File: src/rtl/aeolus_loader_pkg.sv
// Shared types and constants for the Aeolus program loader.
// Holds the loader state encoding, the default frame marker and the opcode geometry.
package aeolus_loader_pkg;

    localparam int OPCODE_WIDTH = 4;
    localparam int NIBBLES_PER_BYTE = 8 / OPCODE_WIDTH;
    localparam logic [7:0] DEFAULT_SYNC_BYTE = 8'hA5;

    typedef enum logic [2:0] {
        HUNT,
        LEN,
        DATA,
        WRLO,
        CHECK,
        DONE
    } loader_state_t;

    // A length byte of zero encodes a full 256-opcode frame.
    function automatic logic [8:0] opcode_count(input logic [7:0] len);
        return (len == 8'd0) ? 9'd256 : {1'b0, len};
    endfunction

endpackage

File: src/rtl/loader_timeout.sv
// Idle-cycle counter for the loader; restarts on demand and flags when the
// next idle edge would be the TIMEOUT_CYCLES-th one since the last restart.
module loader_timeout #(
    parameter int TIMEOUT_CYCLES = 1024
) (
    input  logic clk,
    input  logic reset,
    input  logic run,
    input  logic restart,
    output logic terminal
);

    localparam int CW = $clog2(TIMEOUT_CYCLES + 1);
    localparam logic [CW-1:0] LAST_COUNT = CW'(TIMEOUT_CYCLES - 1);

    logic [CW-1:0] count_reg;

    always_ff @(posedge clk) begin
        if (!reset || restart || !run) begin
            count_reg <= '0;
        end else if (count_reg != LAST_COUNT) begin
            count_reg <= count_reg + CW'(1);
        end
    end

    // Saturating count means the flag holds until the owner restarts or stops us.
    assign terminal = run && !restart && (count_reg == LAST_COUNT);

endmodule

File: src/rtl/program_loader.sv
// Frame receiver that unpacks opcode nibbles into program memory and holds
// the CPU in reset until a checksum-verified frame has been loaded.
module program_loader
    import aeolus_loader_pkg::*;
#(
    parameter logic [7:0] SYNC_BYTE      = DEFAULT_SYNC_BYTE,
    parameter int         ADDR_WIDTH     = 8,
    parameter int         TIMEOUT_CYCLES = 1024
) (
    input  logic                    clk,
    input  logic                    reset,
    input  logic                    inValid,
    input  logic [7:0]              inData,
    output logic                    inReady,
    output logic                    wrEn,
    output logic [ADDR_WIDTH-1:0]   wrAddr,
    output logic [OPCODE_WIDTH-1:0] wrData,
    output logic                    cpuHold,
    output logic                    done,
    output logic                    error
);

    loader_state_t             state_reg;
    logic [ADDR_WIDTH-1:0]     addr_reg;
    logic [8:0]                remain_reg;
    logic [7:0]                chk_reg;
    logic [OPCODE_WIDTH-1:0]   lo_reg;
    logic                      wr_en_reg;
    logic [ADDR_WIDTH-1:0]     wr_addr_reg;
    logic [OPCODE_WIDTH-1:0]   wr_data_reg;
    logic                      cpu_hold_reg;
    logic                      done_reg;
    logic                      error_reg;

    logic                      transfer;
    logic                      is_sync;
    logic                      to_run;
    logic                      to_terminal;
    logic                      timed_out;
    logic [OPCODE_WIDTH-1:0]   in_nibble [NIBBLES_PER_BYTE];

    // Index 0 is the high nibble, which always lands on the even address.
    generate
        for (genvar gi = 0; gi < NIBBLES_PER_BYTE; gi++) begin : g_unpack
            assign in_nibble[gi] = inData[7 - gi*OPCODE_WIDTH -: OPCODE_WIDTH];
        end
    endgenerate

    assign inReady  = (state_reg != WRLO);
    assign transfer = inValid && inReady;
    assign is_sync  = (inData == SYNC_BYTE);

    // WRLO keeps the counter alive so the idle span includes the low-nibble cycle,
    // but expiry is only honoured where abandoning the frame is safe.
    assign to_run    = (state_reg inside {LEN, DATA, WRLO, CHECK});
    assign timed_out = to_terminal && !transfer && (state_reg inside {LEN, DATA, CHECK});

    loader_timeout #(
        .TIMEOUT_CYCLES (TIMEOUT_CYCLES)
    ) u_timeout (
        .clk      (clk),
        .reset    (reset),
        .run      (to_run),
        .restart  (transfer),
        .terminal (to_terminal)
    );

    always_ff @(posedge clk) begin
        if (!reset) begin
            state_reg    <= HUNT;
            addr_reg     <= '0;
            remain_reg   <= '0;
            chk_reg      <= '0;
            lo_reg       <= '0;
            wr_en_reg    <= 1'b0;
            wr_addr_reg  <= '0;
            wr_data_reg  <= '0;
            cpu_hold_reg <= 1'b1;
            done_reg     <= 1'b0;
            error_reg    <= 1'b0;
        end else begin
            wr_en_reg <= 1'b0;
            case (state_reg)
                HUNT: begin
                    if (transfer && is_sync) begin
                        state_reg <= LEN;
                        done_reg  <= 1'b0;
                        error_reg <= 1'b0;
                    end
                end
                LEN: begin
                    if (timed_out) begin
                        error_reg <= 1'b1;
                        state_reg <= HUNT;
                    end else if (transfer) begin
                        remain_reg <= opcode_count(inData);
                        addr_reg   <= '0;
                        chk_reg    <= '0;
                        state_reg  <= DATA;
                    end
                end
                DATA: begin
                    if (timed_out) begin
                        error_reg <= 1'b1;
                        state_reg <= HUNT;
                    end else if (transfer) begin
                        wr_en_reg   <= 1'b1;
                        wr_addr_reg <= addr_reg;
                        wr_data_reg <= in_nibble[0];
                        lo_reg      <= in_nibble[1];
                        addr_reg    <= addr_reg + ADDR_WIDTH'(1);
                        chk_reg     <= chk_reg ^ inData;
                        remain_reg  <= remain_reg - 9'd1;
                        state_reg   <= (remain_reg > 9'd1) ? WRLO : CHECK;
                    end
                end
                WRLO: begin
                    wr_en_reg   <= 1'b1;
                    wr_addr_reg <= addr_reg;
                    wr_data_reg <= lo_reg;
                    addr_reg    <= addr_reg + ADDR_WIDTH'(1);
                    remain_reg  <= remain_reg - 9'd1;
                    state_reg   <= (remain_reg > 9'd1) ? DATA : CHECK;
                end
                CHECK: begin
                    if (timed_out) begin
                        error_reg <= 1'b1;
                        state_reg <= HUNT;
                    end else if (transfer) begin
                        if (inData == chk_reg) begin
                            done_reg     <= 1'b1;
                            cpu_hold_reg <= 1'b0;
                            state_reg    <= DONE;
                        end else begin
                            error_reg <= 1'b1;
                            state_reg <= HUNT;
                        end
                    end
                end
                DONE: begin
                    if (transfer && is_sync) begin
                        cpu_hold_reg <= 1'b1;
                        done_reg     <= 1'b0;
                        error_reg    <= 1'b0;
                        state_reg    <= LEN;
                    end
                end
                default: begin
                    state_reg <= HUNT;
                end
            endcase
        end
    end

    assign wrEn    = wr_en_reg;
    assign wrAddr  = wr_addr_reg;
    assign wrData  = wr_data_reg;
    assign cpuHold = cpu_hold_reg;
    assign done    = done_reg;
    assign error   = error_reg;

endmodule

File: config.mk
export PLATFORM = sky130hd
export DESIGN_NAME = program_loader
export DESIGN_NICKNAME = d
export VERILOG_FILES = /design/src/rtl/aeolus_loader_pkg.sv /design/src/rtl/loader_timeout.sv /design/src/rtl/program_loader.sv
export SDC_FILE = /design/constraint.sdc
export NUM_CORES = 1
export LEC_CHECK = 0
export BUFFER_PORTS_ARGS = -buffer_cell sky130_fd_sc_hd__buf_2
export CORE_MARGIN = 2
export CORE_UTILIZATION = 55
export DETAILED_ROUTE_END_ITERATION = 10
export PLACE_DENSITY_LB_ADDON = 0.15
export RECOVER_POWER = 25
export SLEW_MARGIN = 20
export SYNTH_ARGS = -nofsm -noshare
export SYNTH_HDL_FRONTEND = slang
export SYNTH_SLANG_ARGS = --single-unit
File: constraint.sdc
create_clock -name clk -period 2.07 [get_ports clk]
set_clock_uncertainty 0.1 [all_clocks]
set_input_delay 0.3105 -clock clk [delete_from_list [all_inputs] [get_ports clk]]
set_output_delay 0.3105 -clock clk [all_outputs]
set_load 0.1 [all_outputs]
After elaboration in Yosys (flattened, before gate mapping)
Cells that the tools add are included.
{ "totals": {"input_bits": 11, "reg_bits": 59, "out_inout_bits": 17, "word_cells": 122} }
{ "op_classes": {"n_lt_le_gt_ge": 1, "eq_ne": 24, "add_sub_neg": 3, "n_bitwise": 2, "n_reduce_logical": 31, "muxes": 49} }
{ "op_table": {"columns": ["operator", "n"], "rows": [
  ["8-bit two-way mux", 8],
  ["9-bit two-way mux", 5],
  ["8-bit case mux with 2 select lines", 2],
  ["3-bit two-way mux", 10],
  ["9-bit case mux with 3 select lines", 1],
  ["5-bit AND reduction", 5],
  ["8-bit case mux with 3 select lines", 1],
  ["3-bit case mux with 5 select lines", 1],
  ["1-bit two-way mux", 14],
  ["2-bit inequality test (second input constant)", 7],
  ["3-bit inequality test (second input constant)", 4],
  ["11-bit by 1-bit adder with 11-bit output (second input constant)", 1],
  ["11-bit by 10-bit == test with 1-bit output (second input constant)", 1],
  ["11-bit by 10-bit inequality test with 1-bit output (second input constant)", 1],
  ["9-bit by 1-bit greater-than comparator with 1-bit output (second input constant)", 1],
  ["3-bit nonzero test", 3],
  ["9-bit by 1-bit subtractor with 9-bit output (second input constant)", 1],
  ["8-bit by 1-bit adder with 8-bit output (second input constant)", 1],
  ["8-bit == test", 1],
  ["8-bit == test (second input constant)", 1],
  ["8-bit logical NOT", 1],
  ["4-bit two-way mux", 2],
  ["4-bit case mux with 2 select lines", 1],
  ["2-bit nonzero test", 4],
  ["17 further kinds", 33]
]} }

Depth between registers and ports, before layout
{ "depth": {"ltp_word": 9, "mapped_depth": 8, "mapped_depth_nobuf": 7} }

Hierarchy
A second synthesis with hierarchy kept.
{ "hier_totals": {"hier_cells": 403, "hier_area_um2": 3200.6} }
{ "modules_own_cells": {"columns": ["module", "area_per_inst_um2", "instances", "cells_per_inst", "seq_area_each_um2"], "rows": [
  ["program_loader", 2658.8, 1, 343, 960.9],
  ["loader_timeout", 541.8, 1, 60, 220.2]
]} }

Worst setup path after synthesis
OpenSTA, ideal clock, no wires.
{ "synth_path": {"kind": "reg-to-reg", "start": "register state_reg[0]", "end": "register wr_data_reg[0], in the netlist wrData[0]", "required_time_ns": 1.884, "synth_period_minus_slack_ns": 1.990, "path_slack_ns": 0.080, "n_path_buf": 1, "arrival_time_ns": 1.805, "stages_incl_launch_ff": 6, "setup_time_ns": 0.086, "path_cell_list": "dfxtp_1 buf_4 nor2b_1 nand2_1 mux2i_1 a211oi_1"} }
{ "synth_between": {"elab_chain_cells": 9, "word_cells_on_any_way": 18, "cone_classes": "eq/ne (7); mux (1); reduce/logical (10)"} }
{ "synth_lines": {"columns": ["item", "line_no", "source"], "rows": [
  ["start: declaration", "program_loader.sv:23", "loader_state_t state_reg;"],
  ["start signal: assignment", "program_loader.sv:114", "state_reg <= (remain_reg > 9'd1) ? WRLO : CHECK;"],
  ["start signal: assignment", "program_loader.sv:123", "state_reg <= (remain_reg > 9'd1) ? DATA : CHECK;"],
  ["3-bit by 2-bit inequality test with 1-bit output (*)", "program_loader.sv:49", "assign inReady = (state_reg != WRLO);"],
  ["named net inReady", "program_loader.sv:14", "output logic inReady,"],
  ["1-bit logical AND (*)", "program_loader.sv:50", "assign transfer = inValid && inReady;"],
  ["1-bit logical NOT", "loader_timeout.sv:27, program_loader.sv:56", null],
  ["1-bit logical AND (2 in series)", "loader_timeout.sv:27", "assign terminal = run && !restart && (count_reg == LAST_COUNT);"],
  ["1-bit logical AND (2 in series)", "program_loader.sv:56", "assign timed_out = to_terminal && !transfer && (state_reg inside {LEN, DATA, CHECK});"],
  ["2-bit inequality test (no source line)", null, null],
  ["3-bit AND reduction (no source line) (*)", null, null],
  ["end signal: assignment", "program_loader.sv:109", "wr_data_reg <= in_nibble[0];"],
  ["end signal: assignment", "program_loader.sv:120", "wr_data_reg <= lo_reg;"],
  ["end: declaration", "program_loader.sv:30", "logic [OPCODE_WIDTH-1:0] wr_data_reg;"]
]} }
The timed path passes the listed nets; every way through them passes the cells marked *.
A chain may end at the register's enable or synchronous reset.

Final worst setup path
{ "layout_path": {"start": "register state_reg[0]", "end": "output port inReady"} }
{ "layout_between": {"elab_chain_cells": 1} }
{ "layout_lines": {"columns": ["item", "line_no"], "rows": [
  ["3-bit by 2-bit inequality test with 1-bit output", "program_loader.sv:49"],
  ["end: declaration", "program_loader.sv:14"]
]} }
Every way passes these cells.

==> impl_results.md <==
* Cell taking the most area after synthesis: dfxtp_1
* Worst-path maximum fanout at 11
* Min Tclk post-route at 1970 ps
* Crit path arrival time at 1560 ps
* # clock sinks at 59
* Core area at 0.00517 sq mm
* RSZ-0062 raised after global routing: false
* Post-CTS Setup Bufs at 0
* DR vias at 2,784
* Power Total at 0.00215 W
* Post-synthesis sequential area ratio at 0.394
* Critical path type: reg2out
* Fin. Hold Viols at 0
* First-pass iteration count of the detailed router at 4
* Global route total overflow at 0
* Yosys synthesis warning count at 0
* Relative slew slack at 0.629
* Flop-to-flop setup slack at 160 ps
* Netlist Area Pre-Place at 0.00300 sq mm
* Wirelength per Cell at 14.1 um
* PortBufs at 27
* Nature of the critical path startpoint: flop
* Netlist cell types at 50
* Synth Flop Type: dfxtp_1
* CTS tree: built
* Async S/R FF share, synth at 0
* CTS root buf: clkbuf_8
* NumNets Final at 431
* Skew-Pair Late Insertion Delay at 340 ps
* Avg Cell Area, Syn at 7.84 sq um
* Setup-failing EPs final at 0
* Proportion of layout cells with a drive suffix above 1 at 0.166
* Vias in the first global route at 2,603
* Final hold slack at 186 ps
* Worst-margin pin slew at 559 ps
* I/O Pins at 28
* First-pass GRT wire length at 11,600 um
* Starting DRT DRC Count at 167
* P_leak at 1.32 nW
* FMAX at 0.507 GHz
* Area growth, synth to finish at 14.5%
* Outcome: finished clean
* WP data required at 1660 ps
* Die W at 77.8 um
* # diodes at 0
* DRT antenna net count at 0
* Setup TNS after final layout at 0 ps
* Routed WL at 6930 um
* Via density at 5.67
* Top cells by area, synth: dfxtp_1, nor2_1, a21oi_1, nand2_1, o21ai_0
* Synth top area share at 0.394
* Worst setup EP type: output port
* Die Area at 0.00606 sq mm
* CTS Buf Count at 9
* # DRC at 0
* Starting Density at 0.579
* Clk slew on worst S/H paths at 70 ps
* Largest net degree at the start of global routing at 22
* Power per cell area at 626 mW/mm^2
* Synth Register Bits at 59
* Crit share post-route at 0.953
* Max reg flops at 11
* CTS Buffer Depth at 2
* # rows at 26
* Worst Hold Class: in2reg
* Die Span Y at 77.8 um
* Peak supply drop at 0.488 mV
* Synthesized net count at 397
* GRT Total Usage at 0.241
* Post-DP HPWL at 4910 um
* Post-synthesis cell count at 382
* Max-cap violations at 0
* Gpl congestion at 0.869
* Number of antenna violations at the first check in global routing at 0
* Max Slew Vio Count at 0
* H-Tree Depth at 3
* Number of enable flip-flop cells after synthesis at 0
==> path summary, 6_finish.rpt <==
check / start / endpoint / cells past startpoint
setup / recovery: state_reg[0]$_SDFFE_PN0P_ / inReady / 3
setup reg to reg: remain_reg[3]$_SDFFE_PN0P_ / state_reg[1]$_SDFFE_PN0P_ / 6
hold reg to reg: wrAddr[5]$_SDFFE_PN0P_ / wrAddr[5]$_SDFFE_PN0P_ / 2
hold / removal: reset / error$_SDFFE_PN0P_ / 2
==> per-stage QoR <==
step                cells  cell area (sq um)   util  setup slack [ps]
floorplan             382               3000      -              79.6
global placement      475               3250  0.629               147
detailed placement    475               3250  0.629               111
CTS                   491               3430  0.663              91.4
global route          491               3430  0.663              1.90
finish                491               3430  0.663              96.8
==> power breakdown <==
| part | switching [W] | leakage (nW) | internal (W) |
|---|---|---|---|
| registers | 0.000000335 | 0.475 | 0.00114 |
| clock network | 0.000435 | 0.0905 | 0.000497 |
| logic | 0.0000541 | 0.754 | 0.0000257 |
| total | 0.000490 | 1.32 | 0.00166 |
==> Yosys cell counts, types with 3 or more instances <==
cell type and n:
inv_1 5, nor4_1 3, a31oi_1 4, nand3_1 6
clkbuf_1 13, xor2_1 12, ha_1 4, xnor2_1 3
o21a_1 3, nor2b_1 19, mux2i_1 7, buf_4 3
nand2_1 42, nand4_1 10, a21oi_1 38, o21ai_0 26
and3_1 3, dfxtp_1 59, nor2_1 51, a211oi_1 7
nand2b_1 5, or3_1 4, buf_2 4, nand3b_1 6
nor3_1 13, o211ai_1 3
==> final cells by class <==
class	instances	area, sq um
inverters	5	18.8
repair buffers	45	270
well taps	70	87.6
flip-flops and latches	59	1180
fillers	434	1740
clock buffers	14	163
clock inverters	2	10.0
multi-input cells	296	1700
==> metal layers <==
metal	vias to the layer above	GRT usage	wire length, um
li1	1406	-	-
met1	1292	0.308	3240
met2	70	0.389	3240
met3	16	0.0419	301
met4	0	0.127	147
met5	-	0	0
==> logic make-up (layout without fill, tap and decap cells) <==
| family | Yosys count | after routing | synth area share |
|---|---|---|---|
| and+or+nand+nor | 172 | 172 | 0.284 |
| AOI/OAI and AO/OA | 98 | 98 | 0.198 |
| DFF | 59 | 59 | 0.394 |
| buffers and inverters | 27 | 66 | 0.0397 |
| xor gates and xnor gates | 15 | 15 | 0.0438 |
| muxes | 7 | 7 | 0.0234 |
| adders and majority gates | 4 | 4 | 0.0167 |
==> what timing repair did <==
action                     in CTS  in global routing
hold buffers                    0                  0
resized for setup               0                  2
setup endpoints to repair       0                  3
hold endpoints to repair        0                  0
==> critical path, stage by stage, from the launching register on <==
cell and delay, ps:
dfxtp_1 570, nor2b_1 260, nand2_1 100, buf_2 300
==> placed cells by master (no fill, tap or decap), drive strengths merged, types with 2 or more instances in the layout <==
cell type   n
dfxtp      59
nor2       52
nand2      43
a21oi      39
clkbuf     30
o21ai      29
buf        29
nor2b      19
nor3       14
xor2       12
nand4      10
mux2i       7
a211oi      7
nand3b      6
nand3       6
inv         5
nand2b      5
a31oi       4
or3         4
ha          4
nor4        4
and3        4
o21a        3
o211ai      3
xnor2       3
a21o        2
and2        2
and4        2
o21bai      2
clkinv      2
(Power assumes the default switching activity.)
